==> src/rtl/muldiv_sequencer.sv <==
// muldiv_sequencer: multi-cycle controller for unsigned multiply (op 0010)
// and divide (op 0011) beside the single-cycle EX-stage ALU. It stalls the
// pipeline while an iterative shift-add multiply or restoring divide runs,
// then presents the result with a one-cycle done pulse.
module muldiv_sequencer #(
  parameter int WIDTH = 16,
  parameter int CNT_W = $clog2(WIDTH) + 1
) (
  input  logic             clk,
  input  logic             rst,
  input  logic             start,
  input  logic [3:0]       operation,
  input  logic [WIDTH-1:0] operand_a,
  input  logic [WIDTH-1:0] operand_b,
  input  logic             flush,
  output logic             stall,
  output logic             done,
  output logic [WIDTH-1:0] result,
  output logic [WIDTH-1:0] result_hi,
  output logic             div_by_zero
);

  localparam logic [3:0]       OP_MUL = 4'b0010;
  localparam logic [3:0]       OP_DIV = 4'b0011;
  localparam logic [CNT_W-1:0] LAST   = CNT_W'(WIDTH - 1);

  typedef enum logic [1:0] {IDLE, MUL, DIV, DONE} state_t;

  state_t             state_q, state_d;
  logic [CNT_W-1:0]   cnt_q, cnt_d;
  logic [2*WIDTH-1:0] prod_q, prod_d;
  logic [WIDTH-1:0]   opnd_q, opnd_d;
  logic [WIDTH-1:0]   quot_q, quot_d;
  logic [WIDTH-1:0]   rem_q, rem_d;
  logic [WIDTH-1:0]   res_q, res_d;
  logic [WIDTH-1:0]   hi_q, hi_d;
  logic               dbz_q, dbz_d;

  logic [WIDTH:0]     mulSum;
  logic [2*WIDTH-1:0] prodNext;
  logic [WIDTH:0]     divShift;
  logic [WIDTH:0]     divDiff;
  logic [WIDTH-1:0]   remNext;
  logic [WIDTH-1:0]   quotNext;
  logic               isRequest;

  // One iteration of each algorithm. opnd_q holds the multiplicand for MUL
  // and the divisor for DIV. The multiplier sits in the low half of prod_q
  // and is consumed one bit per step as the accumulator shifts right.
  always_comb begin
    mulSum   = {1'b0, prod_q[2*WIDTH-1:WIDTH]} + (prod_q[0] ? {1'b0, opnd_q} : '0);
    prodNext = {mulSum, prod_q[WIDTH-1:1]};
    divShift = {rem_q, quot_q[WIDTH-1]};
    divDiff  = divShift - {1'b0, opnd_q};
    if (divDiff[WIDTH]) begin
      remNext  = divShift[WIDTH-1:0];
      quotNext = {quot_q[WIDTH-2:0], 1'b0};
    end else begin
      remNext  = divDiff[WIDTH-1:0];
      quotNext = {quot_q[WIDTH-2:0], 1'b1};
    end
  end

  // Next-state and datapath control; flush outranks start and aborts a
  // running operation without touching the held results.
  always_comb begin
    state_d   = state_q;
    cnt_d     = cnt_q;
    prod_d    = prod_q;
    opnd_d    = opnd_q;
    quot_d    = quot_q;
    rem_d     = rem_q;
    res_d     = res_q;
    hi_d      = hi_q;
    dbz_d     = dbz_q;
    isRequest = start && !flush && (operation == OP_MUL || operation == OP_DIV);
    case (state_q)
      IDLE: begin
        if (isRequest && operation == OP_MUL) begin
          opnd_d  = operand_a;
          prod_d  = {{WIDTH{1'b0}}, operand_b};
          cnt_d   = '0;
          state_d = MUL;
        end else if (isRequest && operand_b != '0) begin
          opnd_d  = operand_b;
          quot_d  = operand_a;
          rem_d   = '0;
          cnt_d   = '0;
          state_d = DIV;
        end else if (isRequest) begin
          res_d   = '1;
          hi_d    = operand_a;
          dbz_d   = 1'b1;
          state_d = DONE;
        end
      end
      MUL: begin
        if (flush) begin
          state_d = IDLE;
        end else begin
          prod_d = prodNext;
          cnt_d  = cnt_q + 1'b1;
          if (cnt_q == LAST) begin
            res_d   = prodNext[WIDTH-1:0];
            hi_d    = prodNext[2*WIDTH-1:WIDTH];
            dbz_d   = 1'b0;
            state_d = DONE;
          end
        end
      end
      DIV: begin
        if (flush) begin
          state_d = IDLE;
        end else begin
          quot_d = quotNext;
          rem_d  = remNext;
          cnt_d  = cnt_q + 1'b1;
          if (cnt_q == LAST) begin
            res_d   = quotNext;
            hi_d    = remNext;
            dbz_d   = 1'b0;
            state_d = DONE;
          end
        end
      end
      default: begin
        dbz_d   = 1'b0;
        state_d = IDLE;
      end
    endcase
  end

  // State and datapath registers, cleared asynchronously by rst.
  always_ff @(posedge clk or posedge rst) begin
    if (rst) begin
      state_q <= IDLE;
      cnt_q   <= '0;
      prod_q  <= '0;
      opnd_q  <= '0;
      quot_q  <= '0;
      rem_q   <= '0;
      res_q   <= '0;
      hi_q    <= '0;
      dbz_q   <= 1'b0;
    end else begin
      state_q <= state_d;
      cnt_q   <= cnt_d;
      prod_q  <= prod_d;
      opnd_q  <= opnd_d;
      quot_q  <= quot_d;
      rem_q   <= rem_d;
      res_q   <= res_d;
      hi_q    <= hi_d;
      dbz_q   <= dbz_d;
    end
  end

  assign stall       = (state_q == IDLE && isRequest) || state_q == MUL || state_q == DIV;
  assign done        = (state_q == DONE);
  assign result      = res_q;
  assign result_hi   = hi_q;
  assign div_by_zero = dbz_q;

endmodule

==> config.mk <==
export PLATFORM = sky130hd
export DESIGN_NAME = muldiv_sequencer
export DESIGN_NICKNAME = d
export VERILOG_FILES = /design/src/rtl/muldiv_sequencer.sv
export SDC_FILE = /design/constraint.sdc
export NUM_CORES = 1
export LEC_CHECK = 0
export BUFFER_PORTS_ARGS = -buffer_cell sky130_fd_sc_hd__buf_4
export CAP_MARGIN = 20
export CORE_UTILIZATION = 25
export CTS_BUF_LIST = sky130_fd_sc_hd__clkbuf_8 sky130_fd_sc_hd__clkbuf_16
export DETAILED_ROUTE_END_ITERATION = 6
export PLACE_DENSITY = 0.5
export SLEW_MARGIN = 20
export SYNTH_ARGS = -nofsm -noshare
export SYNTH_HDL_FRONTEND = slang
export SYNTH_SLANG_ARGS = --single-unit
==> constraint.sdc <==
create_clock -name clk -period 3.5 [get_ports clk]
set_input_delay 0.35 -clock clk [delete_from_list [all_inputs] [get_ports clk]]
set_output_delay 0.35 -clock clk [all_outputs]
set_load 0.02 [all_outputs]
======== Yosys cells after proc, flatten, opt, wreduce, memory -nomap -nowiden ========
Index checks and enable logic that the tools add are counted.
word-level totals
  flip-flop bits (word level) ............. 120
  logic and storage cells ................. 104
cells by class
  add/subtract/negate cells ............... 3
  equal/unequal tests ..................... 20
  mux-type cells .......................... 48
  reductions and logical operators ........ 24
operators by type and width
  kind                 count
  $mux 16              24
  $pmux 16 s3          2
  $mux 32              2
  $pmux 16 s2          2
  $pmux 32 s2          1
  $ne 2x2->1 const B   10
  $add 16x16->17       1
  $sub 17x16->17       1
  $reduce_bool 16->1   1
  $mux 5               3
  $mux 2               5
  $pmux 5 s2           1
  $eq 4x2->1 const B   2
  $reduce_and 8->1     1
  $reduce_bool 2->1    4
  $mux 1               6
  $reduce_and 3->1     2
  $add 5x1->5 const B  1
  $eq 5x4->1 const B   1
  $logic_and 1x1->1    5
  $reduce_and 5->1     1
  $eq 2x2->1 const B   2
  $ne 4x4->1 const B   1
  $pmux 2 s2           1
  other kinds (12)     15

======== Logic depth before layout (Yosys ltp) ========
Gate-level depths: netlist of run 1.
  depth after elaboration ................. 7
  mapped depth ............................ 13

======== Worst setup path after synthesis of run 1 ========
Ideal clock, no wire load.
  path kind ............................... register to register
  start ................................... register quot_q[15]
  end ..................................... register hi_q[1] (netlist: result_hi[1])
  library setup time ...................... 150 ps
  arrival ................................. 2492 ps
  required time ........................... 3350 ps
  path slack .............................. 858 ps
  stages on the path, launching flop included .. 14
  path buffers ............................ 1
  cell sequence ........................... dfrtp_1 > inv_1 > ha_1 > inv_1 > fa_1 > a21oi_1 > o22ai_1 > o21ai_1 > o21ai_1 > xor2_1 > buf_4 > mux2_2 > nand2_1 > a41oi_1
on the way
  longest elaborated chain between the ends .. 5
ends and longest elaborated chain
  item                      line  text
  start: declaration        33    logic [WIDTH-1:0] quot_q, quot_d;
  start signal: assignment  150   quot_q <= quot_d;
  $sub 17x16->17            54    divDiff = divShift - {1'b0, opnd_q};
  $mux 16                   55    if (divDiff[WIDTH]) begin
  $mux 16                   118   if (cnt_q == LAST) begin
  $mux 16                   112   if (flush) begin
  $pmux 16 s3               77    case (state_q)
  end signal: assignment    153   hi_q <= hi_d;
  end: declaration          36    logic [WIDTH-1:0] hi_q, hi_d;
No other way between the ends. The select of a mux whose other input is x is not followed.
A chain may end at the register's enable or synchronous reset.

======== Worst setup path after layout of run 1 ========
  start ................................... register prod_q[0]
  end ..................................... register prod_q[31]
on the way
  longest elaborated chain between the ends .. 4
ends and longest elaborated chain
  item                      line  text
  start: declaration        31    logic [2*WIDTH-1:0] prod_q, prod_d;
  start signal: assignment  148   prod_q <= prod_d;
  $mux 16                   51    mulSum = {1'b0, prod_q[2*WIDTH-1:WIDTH]} + (prod_q[0] ? {1'b0, opnd_q} : '0);
  $add 16x16->17            51
  $mux 32                   98    if (flush) begin
  $pmux 32 s2               77
No other way between the ends. The select of a mux whose other input is x is not followed.

==> results of run 1 <==
[flip-flops by register name, summed over array words and instances (netlist names)]
register,count
cnt_q,5
div_by_zero,1
opnd_q,16
prod_q,32
quot_q,16
rem_q,16
result,16
result_hi,16
state_q,2
[worst paths after layout]
| check | endpoint | cells past startpoint | slack, ps | start |
|---|---|---|---|---|
| max reg2reg | prod_q[31]$_DFFE_PP0P_ | 12 | 210 | prod_q[0]$_DFFE_PP0P_ |
| max in group asynchronous | quot_q[4]$_DFFE_PP0P_ | 3 | 2680 | rst |
| max | prod_q[31]$_DFFE_PP0P_ | 12 | 210 | prod_q[0]$_DFFE_PP0P_ |
| min in group clk | quot_q[8]$_DFFE_PP0P_ | 3 | 250 | operand_a[8] |
| min reg2reg | cnt_q[3]$_DFFE_PP0P_ | 1 | 470 | cnt_q[3]$_DFFE_PP0P_ |
| min | prod_q[30]$_DFFE_PP0P_ | 2 | 7 | rst |
[power groups by stage]
stage	Combinational (mW)	Sequential [mW]	Clock, mW
detailed placement	4.33	2.52	0
CTS	4.36	2.50	1.89
finish	4.33	2.48	1.86
floorplan	2.88	2.53	0
global route	4.84	2.57	1.95
global placement	4.31	2.51	0
[metal layers]
layer  GRT usage  up-vias  routed length (um)
li1            -     3103                   -
met1       0.211     2982               10700
met2       0.242      102               10500
met3      0.0284       23                 616
met4      0.0453        0                 395
met5           0        -                   0
[logic make-up (layout without fill, tap and decap cells)]
kind of cell	after synthesis	in the layout	synth area share
and+or+nand+nor	268	268	0.170
muxes	63	63	0.0874
AOI/OAI and AO/OA	244	244	0.203
xor gates and xnor gates	20	20	0.0237
buffers and inverters	75	151	0.0391
adders and majority gates	41	41	0.0713
DFF	120	120	0.406
[cell usage in the layout, fill, tap and decap left out, types with 3 or more instances in the layout]
cell / instances
a211o_1: 3
a211oi_1: 7
a21o_1: 7
a21oi_1: 41
a22oi_1: 15
a31oi_1: 27
a41oi_1: 6
and2_1: 19
and3_1: 5
and4_1: 3
buf_4: 86
bufinv_16: 3
clkbuf_16: 17
clkinvlp_4: 4
dfrtp_1: 120
ha_1: 37
inv_1: 31
inv_6: 4
mux2_2: 13
mux2i_1: 50
nand2_1: 114
nand2b_1: 10
nand3_1: 5
nor2_1: 55
nor2b_1: 9
nor3_1: 11
nor4_1: 5
o211ai_1: 4
o21a_1: 5
o21ai_0: 97
o21ai_1: 4
o22ai_1: 3
o31a_1: 3
o31ai_1: 4
or3_1: 19
xnor2_1: 12
xor2_1: 7
[layout make-up]
class                           instances  area share
Clock buffer                           18      0.0486
Clock inverter                         14      0.0188
Inverter                               31      0.0133
Multi-Input combinational cell        636       0.458
Sequential cell                       120       0.332
Tap cell                              384      0.0532
Timing Repair Buffer                   88      0.0759
[critical path, delay by kind of cell (launching register included)]
family                     cells  cell delay (ps)
and+or+nand+nor                3              510
DFF                            1              570
AOI/OAI and AO/OA              5             1310
muxes                          1              270
adders and majority gates      2              440
buffers and inverters          1               80
[through the flow]
| step | utilization | hold slack [ps] | setup WS (ps) | total power [mW] | instances |
|---|---|---|---|---|---|
| finish | 0.312 | 6.77 | 211 | 8.67 | 1291 |
| floorplan | - | 438 | 858 | 5.41 | 831 |
| detailed placement | 0.291 | 475 | 208 | 6.85 | 1259 |
| global route | 0.312 | 50.5 | 8.86 | 9.35 | 1291 |
| CTS | 0.312 | 21.5 | 193 | 8.74 | 1291 |
| global placement | 0.291 | 466 | 283 | 6.82 | 1259 |
==> impl_results.md, run 1 <==
* DRT Pass-1 Iters at 7
* Setup Fix Bufs, Post-CTS at 0
* DR WL/cell at 17.3 um
* Mapped Area at 0.00740 mm^2
* Placed instance area at 0.00843 mm^2
* Rows at 62
* Worst EP required at 3810 ps
* Cell area power density at 959 mW/mm^2
* Io pins at 75
* Sum Neg Setup Slack at 0 ps
* Worst-skew pair later-pin latency at 420 ps
* Max-cap viol count at 0
* Worst slew pin tran at 706 ps
* Drt total wl at 22300 um
* Pleak at 3.90 nW
* # resized after CTS at 0
* Status: completed
* CP max stage delay at 570 ps
* Final hold violations at 0
* Vias in the first global route at 6121
* Register area at 0.00300 mm^2
* Full die area at 0.0303 mm^2
* Kind of end point of the critical path: register
* Area of the multi-input gates at 0.00414 mm^2
* Die Y at 174 um
* Flip-flop and latch count after synthesis at 120
* Layout cells sized above 1 at 0.162
* Sw Pwr at 3.86 mW
* Number of port buffers at 74
* Final setup fails at 0
* Post-Syn Nets at 912
* Synthesis-to-layout area growth at 22.1%
* Top cell type's share of synthesized area at 0.406
* Seq/Total Area, Yosys at 0.406
* Initial antenna violation count at 0
* CTS Buffer Depth at 2
* ANT cells at 0
* Count of nets after finishing at 975
* Clock-pin slew on the worst setup and hold paths at 60 ps
* Leading area contributor after synthesis: dfrtp_1
* Gp weighted congestion at 0.889
* Final period util at 0.940
* CTS Buf Count at 17
* Clock skew at 10.8 ps
* Clock Tree Root: clkbuf_16
* CP Max Fanout at 17
* CTS tree: built
* Total global routing track utilization at 0.153
* Largest net degree at the start of global routing at 70
* Max VDD drop at 0.000375 V
* Vias at 6210
* Reg power frac at 0.286
* Core area at 0.0289 mm^2
* CTS sink count at 120
* Ys Warns at 0
* HPWL Detailed at 16300 um
* Global-route wire length before repair at 35800 um
* Drc violations at 0
* Synth Instances at 831
* Vias per cell at 4.81
* Netlist cell types at 59
* Clock power share at 0.214
* GR Overflow Total at 0
* Die W at 174 um
* Filler cells at 3014
* Critical path class: reg -> reg
* Post-synth ARST share at 1.00
* Switching share of power at 0.446
* Initial Util at 0.256
* Number of synthesized flops with an enable pin at 0
* Tmin final at 3290 ps
* # hold bufs at CTS at 0
* Synth area leaders: dfrtp_1, mux2i_1, ha_1, o21ai_0, nand2_1
* Startpoint types: register
* CP max stage cell: dfrtp_1
* Worst min path class: in -> async
* Avg Inst Size Synth at 8.91 um^2
* DRT antenna net count at 0
* Gate power share at 0.500
* Final Max Tran Viols at 0
* Fmax at 304 MHz
* Design Area, Final at 0.00904 mm^2
* Worst path most repeated cell: a21oi_1
* CTS H-tree depth at 4
* 1st-iter DRT viols at 381
* WP data arrival at 3600 ps
* RSZ-0062 raised after global routing: no
* Top_reg_cell synth: dfrtp_1
* Most instantiated library cell after synthesis: dfrtp_1
* Slew HR at 0.529
* Top post-synthesis cells by count: dfrtp_1, nand2_1, o21ai_0, nor2_1, mux2i_1
* Cells along the critical path: and2_1 > ha_1 > inv_1 > fa_1 > nor2b_1 > o31a_1 > o31ai_2 > a21oi_1 > a221oi_1 > nand2b_1 > a21oi_1 > mux2_2
* Internal power at 4.80 mW
Power figures use the tool's default switching activity.
==> inputs of run 2 (changes only) <==
--- a/config.mk
+++ b/config.mk
@@ -7,6 +7,7 @@
 export LEC_CHECK = 0
 export BUFFER_PORTS_ARGS = -buffer_cell sky130_fd_sc_hd__buf_4
 export CAP_MARGIN = 20
+export CORE_MARGIN = 2
 export CORE_UTILIZATION = 25
 export CTS_BUF_LIST = sky130_fd_sc_hd__clkbuf_8 sky130_fd_sc_hd__clkbuf_16
 export DETAILED_ROUTE_END_ITERATION = 6
==> run 2 against run 1 <==
Effect of this change: via count hardly changed; final area is 0.19% lower; critical path depth stayed put; global-route usage is 0.59 points lower; setup slack better by 97 ps; sequential cell count stayed put; non-clock buffer count is 3 higher; die area is 2.3% higher; highest routed layer unchanged.
==> impl_results.md, run 2 (same netlist as run 1, synthesis figures left out) <==
* Status: completed
* Top reg by flops: prod_q
* Fmax at 313 MHz (+3.0%)
* CTS H-tree depth at 4 (unchanged)
* Pleak at 3.89 nW (-0.12%)
* Vias in the first global route at 6057 (-1.0%)
* Highest routed layer: met4
* CP Max Fanout at 8 (-9)
* Final period util at 0.912 (-0.0276)
* Placed instance area at 0.00844 mm^2 (+0.12%)
* Final Max Tran Viols at 0 (unchanged)
* Max-cap viol count at 0 (unchanged)
* Critical path class: reg -> reg
* Filler cells at 3053 (+1.3%)
* ANT cells at 0 (unchanged)
* Final hold violations at 0 (unchanged)
* Drc violations at 0 (unchanged)
* Final setup fails at 0 (unchanged)
* Die W at 176 um (+1.1%)
* Sum Neg Setup Slack at 0 ps (unchanged)
* Metal1 wirelength at 10500 um (-2.7%)
* CTS tree: built
* 1st-iter DRT viols at 437 (+15%)
* Kind of end point of the critical path: register
* Register area at 0.00300 mm^2 (unchanged)
* # resized after CTS at 0 (unchanged)
* Core area at 0.0289 mm^2 (unchanged)
* Worst-skew pair later-pin latency at 420 ps (about the same)
* Number of port buffers at 74 (unchanged)
* Design Area, Final at 0.00902 mm^2 (-0.19%)
* Rows at 62 (unchanged)
* Met2 WL at 10700 um (+1.3%)
* Initial antenna violation count at 0 (unchanged)
* Synthesis-to-layout area growth at 21.9%
* Commonest non-fill, non-tap cells in the layout: dfrtp_1, nand2_1, o21ai_0
* CTS sink count at 120 (unchanged)
* CTS Buf Count at 17 (unchanged)
* Max VDD drop at 0.000381 V (+1.8%)
* Max reg flops at 32 (unchanged)
* Slew HR at 0.462 (-0.0671)
* Tmin final at 3190 ps (-96.7 ps)
* Io pins at 75 (unchanged)
* Full die area at 0.0310 mm^2 (+2.3%)
* WP data arrival at 3500 ps (-100 ps)
* # hold bufs at CTS at 0 (unchanged)
* Global-route wire length before repair at 35400 um (-1.1%)
* HPWL Detailed at 16300 um (+0.32%)
* Gp weighted congestion at 0.831 (-6.5%)
* Clock-pin slew on the worst setup and hold paths at 60 ps (about the same)
* CTS Buffer Depth at 2 (unchanged)
* Area of the multi-input gates at 0.00414 mm^2 (unchanged)
* GR Overflow Total at 0 (unchanged)
* Worst min path class: in -> async
* DRT antenna net count at 0 (unchanged)
* Worst slew pin tran at 807 ps (+101 ps)
* Clock Tree Root: clkbuf_16
* Worst EP required at 3810 ps (about the same)
* Largest net degree at the start of global routing at 121 (+73%)
* Routed wl met3 at 782 um (+27%)
* Count of nets after finishing at 978 (+0.31%)
* RSZ-0062 raised after global routing: no
* Layout cells sized above 1 at 0.166 (+0.00386)
* Initial Util at 0.256 (unchanged)
* Vias at 6209 (-0.016%)
* DR WL/cell at 17.1 um (-0.90%)
* Startpoint types: register
* Drt total wl at 22100 um (-0.67%)
* Setup Fix Bufs, Post-CTS at 0 (unchanged)
* Total global routing track utilization at 0.147 (-0.00590)
* Clock skew at 9.67 ps (-1.12 ps)
* DRT Pass-1 Iters at 5 (-2)
* Worst reg2reg path depth at 12 (unchanged)
* Vias per cell at 4.80 (-0.25%)
* Die Y at 176 um (+1.1%)
* Cell area power density at 950 mW/mm^2 (-0.92%)
* Most common cell after layout, fill and taps aside: dfrtp_1
[run 2: worst max-delay path, stage by stage, from the launching register on]
cell      delay [ps]
dfrtp_1          480
and2_1           210
ha_1             210
inv_1             80
fa_1             210
nor2b_1           70
o31a_1           310
o31ai_2          280
a21oi_1          190
a221oi_1         480
nand2b_1         180
a21oi_1           90
mux2_2           270
[run 2: cell type report]
| class | instances | share of cell area |
|---|---|---|
| clock inverters | 15 | 0.0173 |
| multi-input cells | 636 | 0.459 |
| well taps | 384 | 0.0533 |
| flip-flops and latches | 120 | 0.333 |
| clock buffers | 17 | 0.0472 |
| inverters | 31 | 0.0133 |
| repair buffers | 91 | 0.0771 |
[run 2: worst paths after layout]
check                                            from                endpoint  slack (ps)
worst max-delay path            prod_q[0]$_DFFE_PP0P_  prod_q[31]$_DFFE_PP0P_         310
min in group clk                         operand_b[4]   prod_q[4]$_DFFE_PP0P_         240
worst min register to register   cnt_q[3]$_DFFE_PP0P_    cnt_q[3]$_DFFE_PP0P_         480
worst max register to register  prod_q[0]$_DFFE_PP0P_  prod_q[31]$_DFFE_PP0P_         310
worst min-delay path                              rst  prod_q[29]$_DFFE_PP0P_          30
max in group asynchronous                         rst  state_q[1]$_DFFE_PP0P_        2800
[run 2: through the flow]
step                instances  utilization  setup slack [ps]  power, mW  hold slack [ps]
floorplan                 831            -               858       5.41              438
global placement         1262        0.292               378       6.84              471
detailed placement       1262        0.292               359       6.86              472
CTS                      1294        0.312               317       8.67              154
global route             1294        0.312               129       9.28              188
finish                   1294        0.312               307       8.57             34.4
[run 2: where the power goes]
| part | internal [mW] | switching, mW |
|---|---|---|
| Clock | 1.01 | 0.753 |
| Combinational | 1.69 | 2.64 |
| Sequential | 1.98 | 0.495 |
[run 2: layer usage]
metal	GRT usage	up-vias
met5	0	-
met1	0.201	2984
met4	0.0303	0
met3	0.0297	13
met2	0.241	97
li1	-	3115
